--- config.mk ---
export PLATFORM = sky130hd
export DESIGN_NAME = cga_pixel_shifter
export DESIGN_NICKNAME = d
export VERILOG_FILES = /design/src/rtl/cga_pixel_shifter.sv
export SDC_FILE = /design/constraint.sdc
export NUM_CORES = 1
export LEC_CHECK = 0
export ABC_AREA = 1
export BUFFER_PORTS_ARGS = -buffer_cell sky130_fd_sc_hd__buf_4
export CAP_MARGIN = 30
export CORE_MARGIN = 2
export CORE_UTILIZATION = 41
export CTS_BUF_LIST = sky130_fd_sc_hd__clkbuf_4 sky130_fd_sc_hd__clkbuf_8
export DETAILED_ROUTE_END_ITERATION = 8
export SLEW_MARGIN = 20
export SYNTH_ARGS = -nofsm -noshare
export SYNTH_HDL_FRONTEND = slang
export SYNTH_SLANG_ARGS = --single-unit
--- constraint.sdc ---
create_clock -name clk -period 1.8 [get_ports clk]
set_input_delay 0 -clock clk [delete_from_list [all_inputs] [get_ports clk]]
set_output_delay 0 -clock clk [all_outputs]
set_load 0.03 [all_outputs]
--- src/rtl/cga_pixel_shifter.sv ---
// cga_pixel_shifter
//
// Pixel-formation stage of the CGA video path. Each character cell this block
// captures the two video-RAM bytes (stage 1). In text mode it fetches the
// glyph row from a synchronous font ROM. In graphics mode it uses the bytes
// as they are. One cell later it serialises the cell from a 16-bit shifter
// (stage 2). The attribute byte and the CRTC controls are delayed by the same
// one cell, so they stay aligned with the pixels on screen.
//
// Ports
//   clk            dot clock, all state on rising edge
//   reset          asynchronous, active-high
//   pix_ce         one-clk pixel enable (pulses at least 3 clk apart)
//   load           cell boundary, qualified by pix_ce
//   vram_d0        character code (text) / graphics byte 0
//   vram_d1        attribute (text) / graphics byte 1
//   row_addr       glyph scanline, bits [2:0] used
//   grph_mode      graphics mode select
//   mode_640       640-wide 1 bpp select
//   de_in, hsync_in, vsync_in, cursor_in   cell-rate controls from the CRTC
//   font_addr      glyph ROM address {char, row}
//   font_data      glyph ROM data, valid one clk after font_addr
//   pix_in         text dot
//   c1, c0         320-mode colour bits
//   pix_640        640-mode dot
//   att_byte       attribute of the cell on screen (0 in graphics)
//   display_enable, hsync, vsync, cursor   controls of the cell on screen
//   underrun       sticky: a cell boundary arrived before the glyph fetch finished
module cga_pixel_shifter (
    input  logic        clk,
    input  logic        reset,
    input  logic        pix_ce,
    input  logic        load,
    input  logic [7:0]  vram_d0,
    input  logic [7:0]  vram_d1,
    input  logic [4:0]  row_addr,
    input  logic        grph_mode,
    input  logic        mode_640,
    input  logic        de_in,
    input  logic        hsync_in,
    input  logic        vsync_in,
    input  logic        cursor_in,
    output logic [10:0] font_addr,
    input  logic [7:0]  font_data,
    output logic        pix_in,
    output logic        c0,
    output logic        c1,
    output logic        pix_640,
    output logic [7:0]  att_byte,
    output logic        display_enable,
    output logic        hsync,
    output logic        vsync,
    output logic        cursor,
    output logic        underrun
);

    typedef enum logic [1:0] {
        IDLE  = 2'd0,
        ADDR  = 2'd1,
        DATA  = 2'd2,
        READY = 2'd3
    } fetch_state_t;

    fetch_state_t state, state_nxt;

    logic        capture;
    logic        shift_en;
    logic        font_we;
    logic        underrun_set;

    // Stage 1: captured cell
    logic [7:0]  char_p1;
    logic [7:0]  att_p1;
    logic [7:0]  font_p1;
    logic        grph_p1;
    logic        m640_p1;
    logic        de_p1;
    logic        hs_p1;
    logic        vs_p1;
    logic        cur_p1;

    // Stage 2: cell on screen
    logic [15:0] sh_p2;
    logic        grph_p2;
    logic        m640_p2;
    logic        de_p2;
    logic        hs_p2;
    logic        vs_p2;
    logic        cur_p2;

    // Only the low three scanline bits address a glyph row.
    logic        unused_row;
    assign unused_row = ^row_addr[4:3];

    assign capture  = pix_ce & load;
    assign shift_en = pix_ce & ~load;

    // ---------------- glyph fetch FSM ----------------
    always_ff @(posedge clk or posedge reset) begin
        if (reset) begin
            state <= IDLE;
        end else begin
            state <= state_nxt;
        end
    end

    always_comb begin
        state_nxt    = state;
        font_we      = 1'b0;
        underrun_set = 1'b0;
        if (capture) begin
            // A new cell always restarts the fetch; an unfinished one is lost.
            underrun_set = (state == ADDR) || (state == DATA);
            state_nxt    = grph_mode ? READY : ADDR;
        end else begin
            unique case (state)
                ADDR:    state_nxt = DATA;
                DATA: begin
                    state_nxt = READY;
                    font_we   = 1'b1;
                end
                default: state_nxt = state;
            endcase
        end
    end

    always_ff @(posedge clk or posedge reset) begin
        if (reset) begin
            underrun <= 1'b0;
        end else if (underrun_set) begin
            underrun <= 1'b1;
        end
    end

    // ---------------- stage 1: capture ----------------
    always_ff @(posedge clk or posedge reset) begin
        if (reset) begin
            char_p1   <= 8'h00;
            att_p1    <= 8'h00;
            grph_p1   <= 1'b0;
            m640_p1   <= 1'b0;
            de_p1     <= 1'b0;
            hs_p1     <= 1'b0;
            vs_p1     <= 1'b0;
            cur_p1    <= 1'b0;
            font_addr <= 11'h000;
        end else if (capture) begin
            char_p1 <= vram_d0;
            att_p1  <= vram_d1;
            grph_p1 <= grph_mode;
            m640_p1 <= mode_640;
            de_p1   <= de_in;
            hs_p1   <= hsync_in;
            vs_p1   <= vsync_in;
            cur_p1  <= cursor_in;
            // Graphics cells issue no fetch, so the ROM address holds.
            if (!grph_mode) begin
                font_addr <= {vram_d0, row_addr[2:0]};
            end
        end
    end

    always_ff @(posedge clk or posedge reset) begin
        if (reset) begin
            font_p1 <= 8'h00;
        end else if (font_we) begin
            font_p1 <= font_data;
        end
    end

    // ---------------- stage 2: transfer and shift ----------------
    always_ff @(posedge clk or posedge reset) begin
        if (reset) begin
            sh_p2    <= 16'h0000;
            att_byte <= 8'h00;
            grph_p2  <= 1'b0;
            m640_p2  <= 1'b0;
            de_p2    <= 1'b0;
            hs_p2    <= 1'b0;
            vs_p2    <= 1'b0;
            cur_p2   <= 1'b0;
        end else if (capture) begin
            // Uses the stage-1 contents from before this edge.
            sh_p2    <= grph_p1 ? {char_p1, att_p1} : {font_p1, 8'h00};
            att_byte <= grph_p1 ? 8'h00 : att_p1;
            grph_p2  <= grph_p1;
            m640_p2  <= m640_p1;
            de_p2    <= de_p1;
            hs_p2    <= hs_p1;
            vs_p2    <= vs_p1;
            cur_p2   <= cur_p1;
        end else if (shift_en) begin
            // 320 mode consumes two bits per dot; a late load then shows zeros.
            if (grph_p2 && !m640_p2) begin
                sh_p2 <= {sh_p2[13:0], 2'b00};
            end else begin
                sh_p2 <= {sh_p2[14:0], 1'b0};
            end
        end
    end

    // ---------------- outputs ----------------
    assign pix_in         = ~grph_p2 & sh_p2[15];
    assign c1             = grph_p2 & ~m640_p2 & sh_p2[15];
    assign c0             = grph_p2 & ~m640_p2 & sh_p2[14];
    assign pix_640        = grph_p2 & m640_p2 & sh_p2[15];
    assign display_enable = de_p2;
    assign hsync          = hs_p2;
    assign vsync          = vs_p2;
    assign cursor         = cur_p2;

endmodule

==> results of run 1 <==
-- cell usage after synthesis, drive strengths merged --
master / n
a21oi: 16
a31oi: 6
buf: 18
clkbuf: 3
dfrtp: 74
ha: 2
inv: 51
nand2: 152
nand3: 17
nor2: 59
nor3: 1
o211ai: 1
o21ai: 28
o21bai: 1
-- state kept, by name, indices dropped and copies added (netlist names), 2 cells and up --
| name | cells |
|---|---|
| state | 2 |
| att_p1 | 8 |
| font_p1 | 8 |
| font_addr | 11 |
| sh_p2 | 16 |
| att_byte | 8 |
| char_p1 | 8 |
-- repair_timing --
item / CTS / global route
endpoints found under the setup margin: 0 / 0
hold buffers: 37 / 0
endpoints found under the hold margin: 116 / 0
-- layout by cell type, fill, tap and decap left out, drive strengths merged --
| master | Yosys | final |
|---|---|---|
| a21oi | 16 | 16 |
| a31oi | 6 | 6 |
| buf | 18 | 70 |
| bufinv | 0 | 1 |
| clkbuf | 3 | 9 |
| clkinv | 0 | 2 |
| clkinvlp | 0 | 2 |
| dfrtp | 74 | 74 |
| dlygate4sd3 | 0 | 37 |
| ha | 2 | 2 |
| inv | 51 | 53 |
| nand2 | 152 | 152 |
| nand3 | 17 | 17 |
| nor2 | 59 | 59 |
| nor3 | 1 | 1 |
| o211ai | 1 | 1 |
| o21ai | 28 | 28 |
| o21bai | 1 | 1 |
-- final cells by class --
| type | count | area [sq um] |
|---|---|---|
| Inverter | 51 | 197.7 |
| Timing Repair Buffer | 107 | 908.4 |
| Sequential cell | 74 | 1852 |
| Fill cell | 775 | 3630 |
| Multi-Input combinational cell | 283 | 1249 |
| Clock buffer | 9 | 123.9 |
| Clock inverter | 7 | 83.83 |
| Tap cell | 105 | 131.4 |
-- logic make-up after synthesis --
family	count (synthesis)	share of synthesized area [%]
buffers and inverters	72	9.923
adders and majority gates	2	0.7269
and+or+nand+nor	229	26.86
DFF	74	53.80
AOI/OAI and AO/OA	52	8.688
-- per-layer routing --
metal / vias up / track usage (%) / part of all wire, %
li1: 1508 / - / -
met1: 1356 / 26.23 / 48
met2: 52 / 28.15 / 48
met3: 9 / 3.320 / 3.2
met4: 0 / 6.310 / 1.2
met5: - / 0 / 0
-- stage by stage --
step,util [%],hold slack [ns],worst slack (ns),instances,cell area (sq um)
2_1_floorplan,-,0.1096,0.6843,429,3446
3_3_place_gp,48.53,0.1510,0.4531,583,3968
3_5_place_dp,48.53,0.1470,0.4255,583,3968
4_1_cts,55.60,0.04459,0.3447,636,4546
5_1_grt,55.60,0.05744,0.1727,636,4546
6_report,55.60,0.05776,0.3767,636,4546
-- path summary, 6_finish.rpt --
path	slack, ns	depth (start not counted)	to
min in group asynchronous	0.30	4	font_p1[5]
min	0.06	4	att_p1[5]
min reg2reg	0.48	2	font_addr[0]
max in group asynchronous	1.17	4	font_p1[1]
max	0.38	4	c0
max reg2reg	0.42	5	sh_p2[6]
-- power breakdown --
group / internal [mW] / leakage [nW] / switching, mW
clock network: 0.665 / 0.102 / 0.693
registers: 1.98 / 0.889 / 0.179
logic: 0.512 / 1.42 / 0.792
-- worst register-to-register path, stage by stage, from the launching register on --
cell	delay, ns
dfrtp_1	0.43
nand2_2	0.36
inv_1	0.21
nand2_1	0.10
nand3_1	0.06
a21oi_1	0.15
==> impl_metrics.tcl, run 1 <==
set metrics [dict create \
    postSynthAreaPerCell_sq_um 8.023 \
    p_leak_nw 2.415 \
    grt_first_pass_wirelength_mm 13.01 \
    setup.worst_path.start "m640_p2" \
    worstPathRequired_ns 1.80 \
    end_kind "output pin" \
    num_rows 33 \
    post_cts_resized 0 \
    seq_area_frac_synth_pct 53.80 \
    synth_top_area_share_pct 53.80 \
    startpoint_type "flip-flop" \
    port_buffers 64 \
    die_h_um 95.63 \
    clock-root-buffer "clkbuf_8" \
    synth_top_area_cell "dfrtp_1" \
    clock_latency_ns 0.34 \
    drv_cap 0 \
    dp_hpwl_mm 4.903 \
    nets 567 \
    synth_cell_types 23 \
    tns_ns 0 \
    period_needed_ns 1.423 \
    cts_tree "done" \
    syn_nets 470 \
    syn_to_final_growth_pct 32.06 \
    slew_viol_final 0 \
    syn-instance-count 429 \
    avgViaCountPerCell 4.599 \
    crit_chain "inv_1 > nand2_2 > nor2_1 > buf_4" \
    grt_setup_unrepaired "false" \
    min_path_type "input port to flip-flop" \
    tightest_slew_ns 0.4377 \
    min_from "pix_ce" \
    powerDensity_nw_per_um2 1060 \
    place.gp.congestion 0.7702 \
    cp.arrival_ns 1.42 \
    core_sq_um 8175 \
    detail_route.wl_per_cell_um 11.95 \
    synth-seq-cells 74 \
    skew_ns 0.01197 \
    max_stage_delay_ns 0.39 \
    cts.clk_slew.worst_paths_ns 0.09 \
    via_count 2925 \
    first_pass_iters 5 \
    grt_start_max_net_pins 75 \
    finalHoldViolCount 0 \
    grt_remaining_overflow 0 \
    ctsLongestPathBuffers 2 \
    cts_made_buffers 9 \
    die_area_sq_um 9144 \
    peakVddDrop_mv 0.4361 \
    final.period_utilization_pct 79.07 \
    postRouteWirelength_mm 7.602 \
    synthTopCellsByArea "dfrtp_1 (54%), nand2_1 (16%), nor2_1 (6.3%)" \
    max_freq_mhz 702.6 \
    initial_core_util_pct 42.10 \
    cts_sinks 74 \
    outcome "finished, final reports clean" \
    post_cts_buffers 0 \
    critPathBufInv 2 \
    slowest_stage "dfrtp_1" \
    crit_path_max_fanout 26 \
    drc 0 \
    pin_count 67 \
    grt_usage_pct 18.35 \
    r2r_start "grph_p2" \
    slew_headroom_pct 70.72 \
    antenna_found_initial 0 \
    antenna-diode-count 0 \
    grt_pass1_vias 2846 \
    drt_iter0_markers 146 \
    layout-drive-gt1-share_pct 19.02 \
    die_w_um 95.63 \
    cts_htree_levels 3 \
    ant_nets 0 \
    power_mw 4.818 \
    critical_path_class "flip-flop to output pin" \
    synth_warnings 0 \
    setup_violations 0 \
    synth_area_sq_um 3442 \
    crit_family "simple AND/OR/NAND/NOR gates" \
]
Note: power is estimated with default switching activity, not from simulation.
==> run 2, diff against run 1 <==
--- a/config.mk
+++ b/config.mk
@@ -5,7 +5,7 @@
 export SDC_FILE = /design/constraint.sdc
 export NUM_CORES = 1
 export LEC_CHECK = 0
-export ABC_AREA = 1
+export ABC_AREA = 0
 export BUFFER_PORTS_ARGS = -buffer_cell sky130_fd_sc_hd__buf_4
 export CAP_MARGIN = 30
 export CORE_MARGIN = 2
==> constraint.sdc (replaced) <==
create_clock -name clk -period 1.2 [get_ports clk]
set_input_delay 0 -clock clk [delete_from_list [all_inputs] [get_ports clk]]
set_output_delay 0 -clock clk [all_outputs]
set_load 0.03 [all_outputs]
==> run 2 against run 1 <==
Net effect:
- die area fell by 5.3%
- the run now ends with negative setup slack left
- largest power group unchanged
- critical endpoint is now font_p1[5]
- largest cell class unchanged
- final cell count is 27% lower
- clock skew down 0.0051 ns
- utilization is 3.7 points higher
- critical path type is now flip-flop to flip-flop
- via count shrank 24%
==> impl_metrics.tcl, run 2 <==
set metrics [dict create \
    synth_top_area_cell "dfrtp_1" \
    ctsLongestPathBuffers 2 \
    synth_compound_area_share_pct 6.423 \
    initial_core_util_pct 42.32 \
    reg2reg_depth 4 \
    via_count 2224 \
    syn_to_final_growth_pct 40.19 \
    mostFrequentLayoutCells "dfrtp_1 (73), buf_4 (73), dlygate4sd3_1 (33)" \
    synth_cell_types 25 \
    cp.arrival_ns 1.48 \
    ant_nets 0 \
    seq_area_frac_synth_pct 56.92 \
    period_needed_ns 1.243 \
    holdPathStages 4 \
    die_area_sq_um 8663 \
    synth_warnings 0 \
    cts_htree_levels 3 \
    grt_setup_unrepaired "true" \
    detail_route.wl_per_cell_um 14.23 \
    slowest_stage "dfrtp_1" \
    placed_cells 413 \
    dp_hpwl_mm 4.144 \
    synthXorXnorAreaFrac_pct 0 \
    drc 0 \
    setup_violations 9 \
    fin_ws_ns -0.04269 \
    async_reset_ff_share_pct 100.0 \
    syn_nets 289 \
    first_pass_iters 4 \
    grt_first_pass_wirelength_mm 11.09 \
    startpoint_type "flip-flop" \
    crit_chain "inv_2 > ha_4 > and2_4 > mux2_4" \
    crit_family "flip-flops" \
    cts_made_buffers 9 \
    grt_usage_pct 16.63 \
    port_buffers 64 \
    synth_area_sq_um 3253 \
    nets 398 \
    core_sq_um 7687 \
    tns_ns -0.3089 \
    grt_start_max_net_pins 75 \
    min_path_type "input port to flip-flop" \
    max_freq_mhz 804.7 \
    powerDensity_nw_per_um2 1709 \
    slew_headroom_pct 73.41 \
    die_h_um 93.08 \
    synth_edf_count 0 \
    synthTopCellsByArea "dfrtp_1 (57%), mux2_2 (14%), mux2i_1 (6.2%)" \
    yosys.area_share.simple_pct 7.308 \
    clock_latency_ns 0.35 \
    synth.most_common_cell "dfrtp_1" \
    largestRegisters "sh_p2: 16 flops, font_addr: 11 flops" \
    peakVddDrop_mv 0.8042 \
    cts_tree "done" \
    synth_flop_cell "dfrtp_1" \
    num_rows 32 \
    max_flop_register "sh_p2" \
    postRouteWirelength_mm 6.601 \
    outcome "finished, violations left" \
    max_stage_delay_ns 0.39 \
    fill_cells 663 \
    end_kind "flip-flop" \
    cp.depth 4 \
    postSynthAreaPerCell_sq_um 13.12 \
    synth_fa_ha_area_share_pct 0.7692 \
    grt_pass1_vias 2289 \
    tightest_slew_ns 0.3989 \
    p_leak_nw 2.155 \
    layout.cells.non_filler 464 \
    pin_count 67 \
    worstPathRequired_ns 1.43 \
    fin_area_sq_um 4561 \
    slew_viol_final 0 \
    cts_sinks 74 \
    placed_cell_area_sq_um 3930 \
    syn-instance-count 248 \
    cts.clk_slew.worst_paths_ns 0.08 \
    finalHoldViolCount 0 \
    die_w_um 93.08 \
    drv_cap 0 \
    drt_iter0_markers 92 \
    place.gp.congestion 0.7027 \
    antenna_found_initial 0 \
    synth_top_family_by_area "multiplexers" \
    critical_path_class "flip-flop to flip-flop" \
    final.period_utilization_pct 103.6 \
    synth_top_area_share_pct 56.92 \
    critPathBufInv 1 \
    crit_path_max_fanout 8 \
    layout-drive-gt1-share_pct 43.92 \
    largest_reg_flops 16 \
    synthTopCellsByCount "dfrtp_1 (74), mux2_2 (40), mux2i_1 (20)" \
    avgViaCountPerCell 4.793 \
    synth_mux_area_share_pct 23.69 \
    skew_ns 0.006906 \
    holdWs_ns 0.1206 \
    violations "negative setup slack" \
    antenna-diode-count 0 \
    grt_remaining_overflow 0 \
    synth-seq-cells 74 \
    clock-root-buffer "clkbuf_8" \
]
run 2: changes by cell type in the layout (fill, tap and decap cells not counted), sizes merged, moves of 10 or more:
cell	change
nand2	-140
nor2	-53
mux2	+48
inv	-41
mux2i	+20
o21ai	-18
nand2b	+16
a21oi	-15
o221ai	+14
buf	+12
nand3	-10
run 2: path summary, 6_finish.rpt:
kind / from / endpoint / slack, ns
max in group asynchronous: reset / grph_p1 / 0.55
max reg2reg: state[0] / font_p1[5] / -0.04
min reg2reg: att_byte[5] / att_byte[5] / 0.48
max: state[0] / font_p1[5] / -0.04
min: load / sh_p2[1] / 0.12
min in group asynchronous: reset / att_byte[4] / 0.31
run 2: per-layer routing:
metal	up-vias	global-route usage (%)	share of wire, %
li1	1085	-	-
met1	1082	22.43	48
met2	45	25.72	46
met3	12	3.546	3.8
met4	0	7.843	2.1
met5	-	0	0
run 2: worst min-delay path, cell delays in order:
cell	delay (ns)
buf_4	0.11
inv_1	0.05
a32oi_1	0.18
a21oi_1	0.09
run 2: cells by family after synthesis:
family          Yosys count
compound gates           29
fa+ha+maj                 2
buf+inv                  30
flops                    74
mux                      68
simple gates             45
run 2: layout make-up:
type                            count  area, sq um  share of cell area, %
Multi-Input combinational cell    144         1324                  29.03
Clock buffer                       10        131.4                  2.881
Inverter                           13        52.55                  1.152
Timing Repair Buffer              115         1015                  22.25
Tap cell                          102        127.6                  2.798
Sequential cell                    74         1853                  40.63
Clock inverter                      6        57.56                  1.262
run 2: timing repair:
action	in CTS	in global routing
endpoints found under the setup margin	24	27
hold buffers	33	0
pin swaps	2	5
endpoints found under the hold margin	114	0
gates resized for setup	23	8
setup buffers	3	1
run 2: stage by stage:
stage / util, % / worst slack (ns) / total power, mW
after floorplan: - / -0.05497 / 4.875
after global placement: 51.12 / -0.1117 / 5.585
after detailed placement: 51.12 / -0.1493 / 5.631
after CTS: 59.38 / -0.04958 / 7.892
after global routing: 59.33 / -0.1072 / 8.259
final: 59.33 / -0.04269 / 7.792
run 2: report_power, final:
group	leakage, nW	internal (mW)	switching, mW
Combinational	1.16	1.37	1.11
Sequential	0.891	3.06	0.360
Clock	0.0992	0.969	0.918
==> run 3, diff against run 2 <==
--- a/config.mk
+++ b/config.mk
@@ -12,6 +12,7 @@
 export CORE_UTILIZATION = 41
 export CTS_BUF_LIST = sky130_fd_sc_hd__clkbuf_4 sky130_fd_sc_hd__clkbuf_8
 export DETAILED_ROUTE_END_ITERATION = 8
+export RECOVER_POWER = 50
 export SLEW_MARGIN = 20
 export SYNTH_ARGS = -nofsm -noshare
 export SYNTH_HDL_FRONTEND = slang
==> run 3 against run 2 <==
Net effect:
- the run still ends with negative setup slack left
- first-iteration DRC count stayed put
- flip-flop and latch count stayed put
- non-clock buffer count stayed put
- routed wire length hardly changed
- register-to-register slack hardly changed
- final cell count stayed put
- critical endpoint unchanged
- critical path type unchanged
- combinational power hardly changed
- maximum frequency hardly changed
- die area stayed put
- sequential share of layout area is 0.11 points higher
- clock skew stayed put
==> impl_metrics.tcl, run 3 (synthesis gave the netlist of run 2 again) <==
set metrics [dict create \
    die_area_sq_um 8663 \
    die_w_um 93.08 \
    power_switching_mw 2.384 \
    ctsLongestPathBuffers 2 \
    worstPathRequired_ns 1.43 \
    largestRegisters "sh_p2: 16 flops, font_addr: 11 flops" \
    grt_usage_pct 16.63 \
    grtUsageMet2_pct 25.72 \
    crit_path_max_fanout 8 \
    port_buffers 64 \
    drt_iter0_markers 92 \
    end_kind "flip-flop" \
    min_path_type "input port to flip-flop" \
    r2r_slack_ns -0.04 \
    cp.depth 4 \
    slew_headroom_pct 54.88 \
    cts_sinks 74 \
    setup.worst_path.start "state[0]" \
    clock_latency_ns 0.35 \
    use_met3_pct 3.546 \
    first_pass_iters 4 \
    ant_nets 0 \
    layout-drive-gt1-share_pct 43.65 \
    max_flop_register "sh_p2" \
    drv_cap 0 \
    startpoint_type "flip-flop" \
    crit_chain "inv_2 > ha_4 > and2_4 > mux2_4" \
    max_stage_delay_ns 0.39 \
    crit_family "flip-flops" \
    skew_ns 0.006906 \
    peakVddDrop_mv 0.8042 \
    via_count 2224 \
    grt_remaining_overflow 0 \
    place.gp.congestion 0.7027 \
    outcome "finished, violations left" \
    p_comb_share_pct 31.8 \
    placed_cell_area_sq_um 3930 \
    antenna-diode-count 0 \
    placed_cells 413 \
    cp.arrival_ns 1.48 \
    mostFrequentLayoutCells "dfrtp_1 (73), buf_4 (72), dlygate4sd3_1 (33)" \
    swShare_pct 30.62 \
    reg2reg_depth 4 \
    fin_area_sq_um 4548 \
    r2r_end "font_p1[5]" \
    nets 398 \
    slew_viol_final 0 \
    cts_tree "done" \
    final.period_utilization_pct 103.6 \
    grt_start_max_net_pins 75 \
    cts_htree_levels 3 \
    postRouteWirelength_mm 6.597 \
    use_met1_pct 22.43 \
    final_util_pct 59.16 \
    fin_ws_ns -0.04288 \
    initial_core_util_pct 42.32 \
    antenna_found_initial 0 \
    num_rows 32 \
    slowest_stage "dfrtp_1" \
    powerDensity_nw_per_um2 1712 \
    critPathBufInv 1 \
    grt_first_pass_wirelength_mm 11.09 \
    max_freq_mhz 804.6 \
    power_frac_clock_pct 24.2 \
    syn_to_final_growth_pct 39.81 \
    grt_setup_unrepaired "true" \
    critPathCapture "font_p1[5]" \
    grt.busiest_layer "met2" \
    violations "negative setup slack" \
    finalHoldViolCount 0 \
    dp_hpwl_mm 4.144 \
    p_leak_nw 2.148 \
    pre_cts_ws_ns -0.1493 \
    critical_path_class "flip-flop to flip-flop" \
    clock-root-buffer "clkbuf_8" \
    period_needed_ns 1.243 \
    core_sq_um 7687 \
    cts.clk_slew.worst_paths_ns 0.08 \
    power_frac_seq_pct 44.0 \
    grt_pass1_vias 2289 \
    final_common_cell "dfrtp_1" \
    drc 0 \
    power_mw 7.786 \
    tightest_slew_ns 0.6768 \
    die_h_um 93.08 \
    detail_route.wl_per_cell_um 14.22 \
    setup_violations 9 \
    avgViaCountPerCell 4.793 \
    largest_reg_flops 16 \
    holdPathStages 4 \
    pin_count 67 \
    p_int_mw 5.401 \
    layout.cells.non_filler 464 \
    r2r_start "state[0]" \
    cts_made_buffers 9 \
]
==> run 3: what timing repair did <==
action,CTS,global route
gates resized for setup,23,8
hold buffers,33,0
pin swaps,2,5
endpoints found under the hold margin,114,0
setup buffers,3,1
setup endpoints to repair,24,27
==> run 3: area by class of cell <==
class                           instances  area, sq um
Timing Repair Buffer                  115         1002
Inverter                               13        52.55
Clock buffer                           10        131.4
Fill cell                             662         3139
Sequential cell                        74         1853
Tap cell                              102        127.6
Clock inverter                          6        57.56
Multi-Input combinational cell        144         1324
==> run 3: power groups by stage <==
stage / Clock [mW] / Sequential [mW] / Combinational (mW)
after floorplan: 0 / 3.65 / 1.22
after global placement: 0 / 3.45 / 2.13
after detailed placement: 0 / 3.46 / 2.17
after CTS: 1.95 / 3.43 / 2.52
after global routing: 2.05 / 3.51 / 2.69
final: 1.89 / 3.42 / 2.47
==> run 3: how the worst min path moves through the flow <==
| stage | from | to |
|---|---|---|
| final | load | sh_p2[1] |
| after floorplan | row_addr[0] | font_addr[0] |
| after global placement | reset | att_byte[4] |
| after global routing | load | sh_p2[1] |
| after detailed placement | reset | att_byte[5] |
| after CTS | load | sh_p2[1] |
==> run 3: routing by layer <==
| metal | vias to the layer above | share of wire, % | wire (um) |
|---|---|---|---|
| met2 | 45 | 46 | 3063 |
| li1 | 1085 | - | - |
| met3 | 12 | 3.8 | 252 |
| met5 | - | 0 | 0 |
| met1 | 1082 | 48 | 3141 |
| met4 | 0 | 2.1 | 139 |
==> run 3: through the flow <==
stage | TNS [ns] | hold WS (ns)
floorplan | -0.4398 | 0.1485
global placement | -0.9378 | 0.1462
detailed placement | -1.647 | 0.1473
CTS | -0.5396 | 0.1028
global route | -1.595 | 0.1267
finish | -0.3106 | 0.1206
==> run 3: worst min-delay path, delay by kind of cell <==
| kind | cells | cell delay (ns) |
|---|---|---|
| AOI/OAI and AO/OA | 2 | 0.27 |
| buffers and inverters | 2 | 0.16 |
